## config.mk

```make
export PLATFORM = sky130hd
export DESIGN_NAME = pcpi_mul_seq
export DESIGN_NICKNAME = d
export VERILOG_FILES = /design/src/rtl/pcpi_mul_pkg.sv /design/src/rtl/mul_radix4_pp.sv /design/src/rtl/pcpi_mul_seq.sv
export SDC_FILE = /design/constraint.sdc
export NUM_CORES = 1
export LEC_CHECK = 0
export CAP_MARGIN = 30
export CORE_ASPECT_RATIO = 1.2
export CORE_MARGIN = 4
export CORE_UTILIZATION = 55
export CTS_CLUSTER_SIZE = 8
export DETAILED_ROUTE_END_ITERATION = 10
export PLACE_DENSITY = 0.76
export SLEW_MARGIN = 20
export SYNTH_ARGS = -nofsm -noshare
export SYNTH_HDL_FRONTEND = slang
export SYNTH_SLANG_ARGS = --single-unit
export TNS_END_PERCENT = 10
```

## constraint.sdc

```tcl
create_clock -name clk -period 7.7 [get_ports clk]
set_clock_uncertainty 0.15 [all_clocks]
set_input_delay 1.54 -clock clk [delete_from_list [all_inputs] [get_ports clk]]
set_output_delay 1.54 -clock clk [all_outputs]
set_load 0.02 [all_outputs]
```

## src/rtl/pcpi_mul_pkg.sv

```systemverilog
// pcpi_mul_pkg: shared opcode, funct3 and FSM state definitions for the PCPI multiplier.
package pcpi_mul_pkg;
  localparam logic [6:0] OPC_OP = 7'b0110011;
  localparam logic [6:0] F7_MULDIV = 7'b0000001;
  localparam logic [1:0] F3_MUL = 2'b00;
  localparam logic [1:0] F3_MULH = 2'b01;
  localparam logic [1:0] F3_MULHSU = 2'b10;
  localparam logic [1:0] F3_MULHU = 2'b11;
  typedef enum logic [1:0] {IDLE, CALC, FIX, DONE} state_t;
endpackage

```

## src/rtl/mul_radix4_pp.sv

```systemverilog
// mul_radix4_pp: operand times one radix-4 digit (0, A, 2A, 3A).
module mul_radix4_pp #(
  parameter int WIDTH = 32
) (
  input  logic [WIDTH-1:0] a,
  input  logic [1:0]       d,
  output logic [WIDTH+1:0] p
);
  logic [WIDTH+1:0] a1, a2;
  always_comb begin
    a1 = {2'b00, a};
    a2 = {1'b0, a, 1'b0};
    p = d[1] ? (d[0] ? a1 + a2 : a2) : (d[0] ? a1 : '0);
  end
endmodule

```

## src/rtl/pcpi_mul_seq.sv

```systemverilog
// pcpi_mul_seq: sequential radix-4 PCPI multiplier for MUL/MULH/MULHSU/MULHU.
// Define PCPI_MUL_EARLY_EXIT_EN to finish as soon as the remaining multiplier is zero.
module pcpi_mul_seq
  import pcpi_mul_pkg::*;
#(
  parameter int WIDTH = 32
) (
  input  logic             clk,
  input  logic             reset,
  input  logic             pcpi_valid,
  input  logic [31:0]      pcpi_insn,
  input  logic [WIDTH-1:0] pcpi_rs1,
  input  logic [WIDTH-1:0] pcpi_rs2,
  output logic             pcpi_wr,
  output logic [WIDTH-1:0] pcpi_rd,
  output logic             pcpi_wait,
  output logic             pcpi_ready
);
  localparam int STEPS = WIDTH / 2;
  localparam int CW = $clog2(STEPS);
  state_t state, state_n;
  logic [WIDTH-1:0] a_q, a_n, b_q, b_n, b_nx, rd_q, rd_n, mag_a, mag_b;
  logic [2*WIDTH-1:0] acc_q, acc_n, step, prod;
  logic [CW-1:0] cnt_q, cnt_n;
  logic [1:0] f3_q, f3_n, f3_in;
  logic [WIDTH+1:0] pp;
  logic neg_q, neg_n, wait_q, wait_n, ready_q, ready_n;
  logic match, sa, sb, na, nb, last, unused;
  assign unused = ^{pcpi_insn[24:15], pcpi_insn[11:7]};
  mul_radix4_pp #(.WIDTH(WIDTH)) u_pp (.a(a_q), .d(b_q[1:0]), .p(pp));
  always_comb begin
    match = pcpi_insn[6:0] == OPC_OP && pcpi_insn[31:25] == F7_MULDIV && !pcpi_insn[14];
    f3_in = pcpi_insn[13:12];
    sa = f3_in != F3_MULHU;
    sb = f3_in == F3_MUL || f3_in == F3_MULH;
    na = sa & pcpi_rs1[WIDTH-1];
    nb = sb & pcpi_rs2[WIDTH-1];
    mag_a = na ? -pcpi_rs1 : pcpi_rs1;
    mag_b = nb ? -pcpi_rs2 : pcpi_rs2;
    step = acc_q + ({{(WIDTH-2){1'b0}}, pp} << {cnt_q, 1'b0});
    b_nx = b_q >> 2;
`ifdef PCPI_MUL_EARLY_EXIT_EN
    last = b_nx == '0 || cnt_q == CW'(STEPS - 1);
`else
    last = cnt_q == CW'(STEPS - 1);
`endif
    prod = neg_q ? -acc_q : acc_q;
  end
  always_comb begin
    state_n = state;
    a_n = a_q;
    b_n = b_q;
    acc_n = acc_q;
    cnt_n = cnt_q;
    neg_n = neg_q;
    f3_n = f3_q;
    rd_n = rd_q;
    wait_n = wait_q;
    ready_n = 1'b0;
    case (state)
      IDLE: if (pcpi_valid && match) begin
        a_n = mag_a;
        b_n = mag_b;
        acc_n = '0;
        cnt_n = '0;
        neg_n = na ^ nb;
        f3_n = f3_in;
        wait_n = 1'b1;
        state_n = CALC;
      end
      CALC: if (!pcpi_valid) begin
        wait_n = 1'b0;
        state_n = IDLE;
      end else begin
        acc_n = step;
        b_n = b_nx;
        cnt_n = cnt_q + CW'(1);
        state_n = last ? FIX : CALC;
      end
      FIX: if (!pcpi_valid) begin
        wait_n = 1'b0;
        state_n = IDLE;
      end else begin
        rd_n = f3_q == F3_MUL ? prod[WIDTH-1:0] : prod[2*WIDTH-1:WIDTH];
        ready_n = 1'b1;
        wait_n = 1'b0;
        state_n = DONE;
      end
      DONE: state_n = IDLE;
    endcase
  end
  always_ff @(posedge clk or posedge reset) begin
    if (reset) begin
      state <= IDLE;
      a_q <= '0;
      b_q <= '0;
      acc_q <= '0;
      cnt_q <= '0;
      neg_q <= 1'b0;
      f3_q <= '0;
      rd_q <= '0;
      wait_q <= 1'b0;
      ready_q <= 1'b0;
    end else begin
      state <= state_n;
      a_q <= a_n;
      b_q <= b_n;
      acc_q <= acc_n;
      cnt_q <= cnt_n;
      neg_q <= neg_n;
      f3_q <= f3_n;
      rd_q <= rd_n;
      wait_q <= wait_n;
      ready_q <= ready_n;
    end
  end
  assign pcpi_rd = rd_q;
  assign pcpi_wait = wait_q;
  assign pcpi_ready = ready_q;
  assign pcpi_wr = ready_q;
endmodule

```

==> qor.yml <==
worst_setup_path:
  r2r_end: "acc_q[60]"
  cp-start-kind: "flip-flop"
  r2r-start: "a_q[0]"
  r2r_setup_slack_ps: 390
  cp-end-kind: "flip-flop"
  worstRegToRegCells: 27
  cp.arrival_ps: 7490
  cp_max_fo: 6
  path_class: "flip-flop to flip-flop"
  required_ps: 7880
layout:
  fillCellCount: 2809
  layout_commonest_cell: "nand2_1"
  area_growth_pct: 13.7
  layout_common_cells: "nand2_1, o21ai_0, a21oi_1"
  diodes: 0
  final_nets: 2575
  multi_input_area_um2: 12400
  drive_gt1_share_pct: 6.57
  layout.cells.non_filler: 2777
  regArea_um2: 4280
placed_design:
  dp_cells: 2744
  hpwl_mm: 43.0
  finalWeightedCongestion: 0.982
  dp_slack_ps: 361
  portBuffers: 118
synthesis:
  yosys.cell_types.count: 79
  ys.warnings.count: 0
  syn_area_um2: 17400
  async_reset_ff_share_pct: 100
  synth_top_flop_cell: "dfrtp_1"
  synth_fp_nets: 2513
  syn_avg_cell_area_um2: 7.57
  yosysSeqAreaShare_pct: 24.6
  netlist_instances: 2301
  synth-seq-cells: 171
  synth_edf_count: 0
pwr:
  max-vdd-ir-drop_v: 0.000194
  power_density_nw_per_um2: 313
  p_comb_share_pct: 60.8
  sequentialPowerShare_pct: 23.5
  power_frac_clock_pct: 15.6
  p_sw_uw: 3140
  p_int_uw: 3060
  p_leak_uw: 0.00850
  swShare_pct: 50.6
grt:
  grt_max_degree: 72
  grt_pass1_vias: 16500
  grtUsageTotal_pct: 31.3
  grt_pass1_wl_mm: 87.9
  antenna_found_initial: 0
  grt.overflow.total: 0
route:
  avgViaCountPerCell: 6.35
  dr.max_layer_used: "met4"
  dr.first_iter.drc_count: 1421
  routed_wl_mm: 55.4
  first_pass_iters: 8
  dr_wl_met3_mm: 2.59
  detail-route-antenna-nets: 0
  num_vias: 17600
  dr_wl_met2_mm: 27.5
  drc: 0
  wl_met1_mm: 22.5
  wl_per_cell_um: 20.0
sta:
  fmax_mhz: 137
  finalCritPeriodShare_pct: 94.9
  slew_headroom_pct: 42.1
  rsz0062_at_grt: "no"
  worstMarginPinSlew_ps: 868
  hold_viol_final: 0
  final.setup.tns_ps: 0
  hold_ws_ps: 328
  report.final.slew_viol_count: 0
  fin_ws_ps: 390
  setup_viol_count_final: 0
  fin_crit_ps: 7310
outcome:
  status: "finished clean"
cts:
  h-tree-depth: 4
  cts_setup_buffers: 0
  tritoncts: "built"
  root_buffer: "clkbuf_16"
  cts_resized: 0
  clk_pin_slew_worst_paths_ps: 80
  clock_latency_ps: 460
  postCtsHoldBufs: 0
  cts_buffers: 17
  clock_sinks: 171
  cts_buffer_depth: 2
hold_path:
  min_path_cells: 2
  hold_end: "pcpi_rd[11]"
  hold_class: "flip-flop to flip-flop"
  worstHoldStart: "pcpi_rd[11]"
floorplanning:
  die_x_um: 171
  start_util_pct: 55.7
  io_pins: 134
  dieArea_um2: 34600
  num_rows: 71
  core_um2: 31300
  die_height_um: 203
job:
  cap_violations: 0
==> cell type report <==
type	instances	share of cell area, %
multi-input cells	1931	62.8
well taps	401	2.53
repair buffers	182	8.68
flip-flops and latches	171	21.6
clock buffers	17	2.15
inverters	60	1.16
clock inverters	15	1.10
==> metrics by stage <==
stage	total power [µW]	util, %	cell area, µm²
floorplan	3990	-	17400
global placement	5090	61.0	19100
detailed placement	5160	61.2	19100
CTS	6130	63.2	19800
global route	6630	63.4	19800
finish	6200	63.4	19800
==> power groups by stage <==
stage	combinational [µW]	sequential, µW	clock (µW)
floorplan	2670	1320	0
global placement	3630	1460	0
detailed placement	3690	1470	0
CTS	3710	1450	974
global route	4140	1480	1010
finish	3770	1460	969
==> flip-flops by register name (all words and copies together), names as in the netlist <==
signal / cells
pcpi_wait: 1
a_q: 32
f3_q: 2
pcpi_rd: 32
b_q: 32
neg_q: 1
pcpi_ready: 1
acc_q: 64
cnt_q: 4
state: 2
==> Yosys cell counts (31+ instances only) <==
master / number / area (µm²)
ha_1: 111 / 1390
nand2_1: 303 / 1140
nand3_1: 46 / 230
o31ai_1: 44 / 330
clkbuf_1: 130 / 488
xnor2_1: 100 / 876
nand4_1: 32 / 200
nor3_1: 35 / 175
nor2_1: 166 / 623
a21o_1: 60 / 450
o21ai_0: 268 / 1340
mux2i_1: 31 / 310
dfrtp_1: 171 / 4280
inv_1: 59 / 221
xor2_1: 82 / 718
a21oi_1: 196 / 981
==> worst max path at each step <==
| stage | endpoint | from | slack [ps] |
|---|---|---|---|
| floorplan | a_q[0] | reset | 1380 |
| global placement | acc_q[63] | a_q[8] | 440 |
| detailed placement | acc_q[63] | a_q[9] | 360 |
| CTS | acc_q[59] | a_q[9] | 290 |
| global route | acc_q[60] | a_q[0] | 6 |
| finish | acc_q[60] | a_q[0] | 390 |
==> logic make-up (layout without fill, tap and decap cells) <==
family	count (synthesis)	in the layout	share of synthesized area, %
and+or+nand+nor	749	749	20.3
muxes	48	48	3.20
AOI/OAI and AO/OA	839	839	30.3
buffers and inverters	199	274	4.31
DFF	171	171	24.6
adders and majority gates	113	113	8.20
xor gates and xnor gates	182	182	9.15
==> routing by layer <==
metal  GRT usage (%)  up-vias
li1                -     8583
met1            38.7     8337
met2            55.0      583
met3            3.06      121
met4            14.2        0
met5               0        -
==> critical path, stage by stage (launching register included) <==
cell       delay, ps
dfrtp_1          440
ha_1             210
inv_1             60
fa_1             410
nor2b_1          180
o31a_1           230
o211ai_1         150
a2111oi_1        490
buf_4            220
o31a_1           170
nor2_1            80
o31a_1           320
xnor2_1          360
o2111ai_1        310
a21oi_1          290
o22ai_1          150
ha_1             400
a21o_1           180
a21o_1           170
a21oi_1          180
o21ai_0          160
a311o_1          310
o311ai_0         350
o2bb2ai_1        160
o21ai_0          310
a311oi_1         420
mux2i_1          230
nand3_1           90
(Power assumes the default switching activity.)
